==> config.mk <==
export PLATFORM = sky130hd
export DESIGN_NAME = tx_fifo_arbiter_flat
export DESIGN_NICKNAME = d
export VERILOG_FILES = /design/src/rtl/tx_fifo_arbiter_if.sv /design/src/rtl/tx_fifo_arbiter.sv /design/src/flat_wrapper.sv
export SDC_FILE = /design/constraint.sdc
export NUM_CORES = 1
export LEC_CHECK = 0
export ABC_AREA = 1
export CAP_MARGIN = 5
export CORE_ASPECT_RATIO = 2
export CORE_UTILIZATION = 47
export CTS_CLUSTER_SIZE = 14
export DETAILED_ROUTE_END_ITERATION = 7
export HOLD_SLACK_MARGIN = 0.06
export PLACE_DENSITY = 0.88
export SYNTH_ARGS = -nofsm -noshare
export SYNTH_HDL_FRONTEND = slang
export SYNTH_SLANG_ARGS = --single-unit
==> constraint.sdc <==
create_clock -name clk -period 2.2 [get_ports clk]
set_input_delay 0.22 -clock clk [delete_from_list [all_inputs] [get_ports clk]]
set_output_delay 0.22 -clock clk [all_outputs]
set_load 0.1 [all_outputs]
==> src/rtl/tx_fifo_arbiter_if.sv <==
// tx_fifo_arbiter_if: FIFO-side and UART-side signals shared by the arbiter and its environment
//   fifo_empty[3:0]  per-channel FIFO empty flags
//   fifo_dout[31:0]  packed FIFO read data, channel i in bits [8i+7:8i]
//   ch_en[3:0]       per-channel grant enable
//   tx_buf_empty     UART holding buffer empty
//   fifo_rd[3:0]     one-cycle FIFO read strobes
//   tx_data[7:0]     byte presented to the UART
//   tx_load          one-cycle UART load strobe
//   busy             arbiter not idle
//   grant_ch[1:0]    current or last granted channel
// master = arbiter side, slave = FIFO/UART environment side.
interface tx_fifo_arbiter_if;
  logic [3:0]  fifo_empty;
  logic [31:0] fifo_dout;
  logic [3:0]  ch_en;
  logic        tx_buf_empty;
  logic [3:0]  fifo_rd;
  logic [7:0]  tx_data;
  logic        tx_load;
  logic        busy;
  logic [1:0]  grant_ch;
  modport master (
    input  fifo_empty, fifo_dout, ch_en, tx_buf_empty,
    output fifo_rd, tx_data, tx_load, busy, grant_ch
  );
  modport slave (
    output fifo_empty, fifo_dout, ch_en, tx_buf_empty,
    input  fifo_rd, tx_data, tx_load, busy, grant_ch
  );
endinterface

==> src/rtl/tx_fifo_arbiter.sv <==
// tx_fifo_arbiter: round-robin feeder of four byte FIFOs into one UART holding buffer
//   clk    system clock, rising edge
//   reset  asynchronous active-low reset
//   bus    tx_fifo_arbiter_if.master (FIFO flags/data/strobes, UART handshake, status)
// Each grant sends up to MAX_BURST bytes; with HDR_EN a header byte HDR_BASE|ch
// precedes the first burst after a change of transmitting channel.
module tx_fifo_arbiter #(
  parameter int unsigned MAX_BURST = 16,
  parameter bit          HDR_EN    = 1'b1,
  parameter logic [7:0]  HDR_BASE  = 8'hF0
) (
  input logic               clk,
  input logic               reset,
  tx_fifo_arbiter_if.master bus
);
  typedef enum logic [2:0] {IDLE, HDR, RD, RDW, CAP, GAP, WAIT} state_t;
  state_t     state_q, state_d;
  logic [1:0] rr_ptr_q, rr_ptr_d, grant_ch_q, grant_ch_d, last_ch_q, last_ch_d, pick;
  logic       last_valid_q, last_valid_d, from_hdr_q, from_hdr_d, tx_load_q, tx_load_d;
  logic [7:0] burst_cnt_q, burst_cnt_d, tx_data_q, tx_data_d, lane;
  logic [3:0] fifo_rd_q, fifo_rd_d, req;
  assign req  = ~bus.fifo_empty & bus.ch_en;
  assign lane = bus.fifo_dout[8*grant_ch_q +: 8];
  // Scan farthest-first so the nearest requester after rr_ptr overrides.
  always_comb begin
    pick = rr_ptr_q;
    for (int k = 4; k >= 1; k--)
      if (req[rr_ptr_q + 2'(k)]) pick = rr_ptr_q + 2'(k);
  end
  always_comb begin
    state_d      = state_q;
    rr_ptr_d     = rr_ptr_q;
    grant_ch_d   = grant_ch_q;
    last_ch_d    = last_ch_q;
    last_valid_d = last_valid_q;
    from_hdr_d   = from_hdr_q;
    burst_cnt_d  = burst_cnt_q;
    tx_data_d    = tx_data_q;
    tx_load_d    = 1'b0;
    fifo_rd_d    = '0;
    case (state_q)
      IDLE: if (|req && bus.tx_buf_empty) begin
        grant_ch_d  = pick;
        burst_cnt_d = '0;
        state_d     = (HDR_EN && (!last_valid_q || pick != last_ch_q)) ? HDR : RD;
      end
      HDR: begin
        tx_data_d    = HDR_BASE | {6'd0, grant_ch_q};
        tx_load_d    = 1'b1;
        last_ch_d    = grant_ch_q;
        last_valid_d = 1'b1;
        from_hdr_d   = 1'b1;
        state_d      = GAP;
      end
      RD: begin
        fifo_rd_d  = 4'b0001 << grant_ch_q;
        from_hdr_d = 1'b0;
        state_d    = RDW;
      end
      RDW: state_d = CAP;
      CAP: begin
        tx_data_d   = lane;
        tx_load_d   = 1'b1;
        burst_cnt_d = burst_cnt_q + 8'd1;
        state_d     = GAP;
      end
      GAP: state_d = WAIT;
      WAIT: if (bus.tx_buf_empty) begin
        // After a header the granted FIFO is known non-empty from the grant decision.
        if (from_hdr_q || (burst_cnt_q < 8'(MAX_BURST) && req[grant_ch_q])) state_d = RD;
        else begin
          rr_ptr_d = grant_ch_q;
          state_d  = IDLE;
        end
      end
      default: state_d = IDLE;
    endcase
  end
  always_ff @(posedge clk or negedge reset)
    if (!reset) begin
      state_q      <= IDLE;
      rr_ptr_q     <= 2'd3;
      grant_ch_q   <= 2'd0;
      last_ch_q    <= 2'd0;
      last_valid_q <= 1'b0;
      from_hdr_q   <= 1'b0;
      burst_cnt_q  <= '0;
      tx_data_q    <= '0;
      tx_load_q    <= 1'b0;
      fifo_rd_q    <= '0;
    end else begin
      state_q      <= state_d;
      rr_ptr_q     <= rr_ptr_d;
      grant_ch_q   <= grant_ch_d;
      last_ch_q    <= last_ch_d;
      last_valid_q <= last_valid_d;
      from_hdr_q   <= from_hdr_d;
      burst_cnt_q  <= burst_cnt_d;
      tx_data_q    <= tx_data_d;
      tx_load_q    <= tx_load_d;
      fifo_rd_q    <= fifo_rd_d;
    end
  assign bus.fifo_rd  = fifo_rd_q;
  assign bus.tx_data  = tx_data_q;
  assign bus.tx_load  = tx_load_q;
  assign bus.busy     = state_q != IDLE;
  assign bus.grant_ch = grant_ch_q;
endmodule

==> src/flat_wrapper.sv <==
// flat-port wrapper written by rule: the top's interface ports become plain ports
module tx_fifo_arbiter_flat 
#(
  parameter int unsigned MAX_BURST = 16,
  parameter bit          HDR_EN    = 1'b1,
  parameter logic [7:0]  HDR_BASE  = 8'hF0
)
  (clk, reset, bus_fifo_empty, bus_fifo_dout, bus_ch_en, bus_tx_buf_empty, bus_fifo_rd, bus_tx_data, bus_tx_load, bus_busy, bus_grant_ch);
  tx_fifo_arbiter_if bus_i ();
  input logic clk;
  input logic reset;
  input wire logic [$bits(bus_i.fifo_empty)-1:0] bus_fifo_empty;
  input wire logic [$bits(bus_i.fifo_dout)-1:0] bus_fifo_dout;
  input wire logic [$bits(bus_i.ch_en)-1:0] bus_ch_en;
  input wire logic [$bits(bus_i.tx_buf_empty)-1:0] bus_tx_buf_empty;
  output wire logic [$bits(bus_i.fifo_rd)-1:0] bus_fifo_rd;
  output wire logic [$bits(bus_i.tx_data)-1:0] bus_tx_data;
  output wire logic [$bits(bus_i.tx_load)-1:0] bus_tx_load;
  output wire logic [$bits(bus_i.busy)-1:0] bus_busy;
  output wire logic [$bits(bus_i.grant_ch)-1:0] bus_grant_ch;
  assign bus_i.fifo_empty = bus_fifo_empty;
  assign bus_i.fifo_dout = bus_fifo_dout;
  assign bus_i.ch_en = bus_ch_en;
  assign bus_i.tx_buf_empty = bus_tx_buf_empty;
  assign bus_fifo_rd = bus_i.fifo_rd;
  assign bus_tx_data = bus_i.tx_data;
  assign bus_tx_load = bus_i.tx_load;
  assign bus_busy = bus_i.busy;
  assign bus_grant_ch = bus_i.grant_ch;
  tx_fifo_arbiter #(.MAX_BURST(MAX_BURST), .HDR_EN(HDR_EN), .HDR_BASE(HDR_BASE)) u_core (.clk(clk), .reset(reset), .bus(bus_i));
endmodule
==> flow_metrics.py <==
metrics = {
    "run_status": {
        "outcome": "complete, no violations",
    },
    "yosys": {
        "syn_area_per_cell_um2": 7.235,
        "synthArstFlopShare_pct": 100.0,
        "synth_top_area_share_pct": 38.86,
        "synth_top_cell_by_area": "dfrtp_1",
        "yosysWarnings": 0,
        "ys_seq_area_share_pct": 41.58,
        "synthCells": 267,
        "yosysUniqueCellTypes": 31,
        "yosysMostFrequentCell": "nand2_1",
        "synth_edf_count": 0,
        "netlist_top_cells_count": "65 x nand2_1, 35 x nand3_1, 33 x inv_1, 30 x dfrtp_1, 30 x nor2_1",
        "synth_area_mm2": 0.001932,
        "synth_top_flop_cell": "dfrtp_1",
        "synth_area_leaders": "dfrtp_1 39%, nand2_1 13%, nand3_1 9.1%, inv_1 6.4%, nor2_1 5.8%",
        "synth_seq_cells": 32,
        "synth_nets": 311,
    },
    "power_and_ir_drop": {
        "total_power_mw": 4.228,
        "internal_power_mw": 1.884,
        "irDropWorstVdd_mv": 0.9387,
        "p_sw_share_pct": 55.43,
        "p_switching_mw": 2.344,
        "seqPwrFrac_pct": 26.4,
        "p_leak_nw": 1.274,
        "power_frac_comb_pct": 62.5,
        "p_per_area_mw_per_mm2": 1598,
        "clkPwrFrac_pct": 11.1,
    },
    "worst_setup_path": {
        "critPathSlowestCell": "dfstp_2",
        "required_ns": 2.43,
        "critPathLaunchType": "register",
        "arrival_ns": 2.14,
        "critPathMaxFanout": 9,
        "slowest_delay_ns": 0.69,
        "path_cells": "nand3_1, nand2_2, nand2_1, nand2_1, nand2_1, nand2_1, nand2_1, nand3_1, nand2_1, nor2_2, nand3_1, nand2_1, nand2_1, nand2_1",
        "critPathKind": "register to register",
        "crit_top_cell": "nand2_1",
        "endpoint_kind": "register",
    },
    "finish": {
        "layoutNonFillerInstCount": 382,
        "fin_area_mm2": 0.002645,
        "seq_area_um2": 803.3,
        "antenna_cells": 0,
        "num-nets-final": 374,
        "multi_input_area_um2": 947.2,
        "drive_gt1_share_pct": 13.29,
        "num-fill-cells": 346,
        "area_growth_pct": 36.92,
        "post-route-util_pct": 68.11,
    },
    "sta": {
        "slew_violations": 0,
        "worstMarginPinSlew_ns": 0.5983,
        "fin_ws_ns": 0.2876,
        "max_freq_ghz": 0.5229,
        "hold_slack_ns": 0.3248,
        "setup_violations": 0,
        "rsz0062_at_grt": "no",
        "finalHoldViolations": 0,
        "layout_min_cycle_time_ns": 1.912,
        "relSlewSlack_pct": 59.96,
        "fin_skew_ns": 0.004252,
        "tns_ns": 0,
        "period_share_pct": 86.93,
    },
    "route": {
        "remaining_drc_errors": 0,
        "drtPass1Iterations": 4,
        "drt-initial-drc-count": 59,
        "ant_nets": 0,
        "viasPerCell": 5.340,
        "num_vias": 2040,
        "wirelength_um": 5321,
        "wl_per_cell_um": 13.93,
    },
    "clock_network": {
        "htreeDepth": 2,
        "cts_made_buffers": 5,
        "cts_resized": 0,
        "clock_path_buffers": 2,
        "cts_root_buf": "clkbuf_8",
        "cts_tree": "built",
        "cts_hold_buf": 0,
        "postCtsSetupBuffers": 0,
        "clk_pin_slew_ns": 0.07,
        "cts.sinks": 32,
        "clkLatencyLatePin_ns": 0.29,
    },
    "floorplanning": {
        "dieArea_mm2": 0.004386,
        "coreArea_mm2": 0.003884,
        "pin_count": 59,
        "start_util_pct": 49.74,
        "die_w_um": 47.34,
        "die_h_um": 92.67,
        "rows": 32,
    },
    "placement": {
        "placed_cell_area_mm2": 0.002555,
        "io_buffer_count": 58,
        "globalplace.congestion": 0.8458,
        "dpl.hpwl_um": 4107,
        "dp.cells": 374,
        "post-place-ws_ns": 0.1473,
    },
    "grt": {
        "grt_pass1_wl_um": 8514,
        "antenna_found_initial": 0,
        "grt_max_degree": 33,
        "grt_pass1_vias": 1997,
        "gr-usage-all-layers_pct": 27.02,
        "overflow": 0,
    },
    "job": {
        "drv_cap": 0,
    },
    "worst_hold_path": {
        "worstHoldPathType": "input pin to async pin",
    },
}
## metal layers
layer,up-vias,share of wire (%),track usage (%)
li1,1002,-,-
met1,962,37,27.69
met2,62,57,48.52
met3,14,3.6,4.288
met4,0,2.6,12.86
met5,-,0,0
## power by group through the flow
stage          Combinational (mW)  Sequential, mW  Clock, mW
3_5_place_dp                 2.64            1.11          0
2_1_floorplan                1.37            1.70          0
6_report                     2.64            1.11      0.470
3_3_place_gp                 2.59            1.10          0
4_1_cts                      2.64            1.11      0.475
5_1_grt                      2.87            1.15      0.501
## layout by cell type (no fill, tap or decap), types with 3 or more instances in the layout
cell type and instances:
a21oi_1 10, nor2_1 30, a22o_1 3, a41oi_1 4, clkdlybuf4s50_1 42, nand2_1 65
o21ai_0 15, nand3_1 35, nand3_2 3, clkbuf_8 6, dfrtp_1 30, nand4_1 4
nor3_1 5, inv_1 33, buf_4 21
## path summary, 6_finish.rpt
| path | slack, ns | endpoint | cells past startpoint | startpoint |
|---|---|---|---|---|
| worst min register to register | 0.48 | u_core.last_valid_q | 2 | u_core.last_valid_q |
| min in group clk | 0.48 | u_core.last_valid_q | 2 | u_core.last_valid_q |
| max in group asynchronous | 1.55 | u_core.rr_ptr_q[0] | 2 | reset |
| worst min-delay path | 0.32 | u_core.state_q[2] | 2 | reset |
| worst max-delay path | 0.29 | u_core.state_q[1] | 14 | u_core.rr_ptr_q[0] |
| worst max register to register | 0.29 | u_core.state_q[1] | 14 | u_core.rr_ptr_q[0] |
## cell families after synthesis
logic type / count (synthesis) / share of synthesized area (%)
fa+ha+maj: 1 / 0.6476
simple gates: 152 / 35.95
buf+inv: 44 / 9.391
compound gates: 38 / 12.44
flops: 32 / 41.58
## registers in the layout, summed over array words and instances, names as in the netlist
name                 count
u_core.rr_ptr_q          2
u_core.bus.tx_data       8
u_core.last_valid_q      1
u_core.burst_cnt_q       8
u_core.bus.tx_load       1
u_core.from_hdr_q        1
u_core.state_q           3
u_core.bus.fifo_rd       4
u_core.last_ch_q         2
u_core.bus.grant_ch      2
## area by class of cell
cell class              count  share of cell area (%)
clock buffers               8                   3.406
inverters                  36                   5.393
multi-input cells         191                   35.81
flip-flops and latches     32                   30.37
well taps                  51                   2.412
repair buffers             64                   22.61
## worst max-delay path, delay by kind of cell (launching register included)
family	cells	cell delay (ns)
flip-flops	1	0.69
AND/OR/NAND/NOR	14	1.16
(Power assumes the default switching activity.)
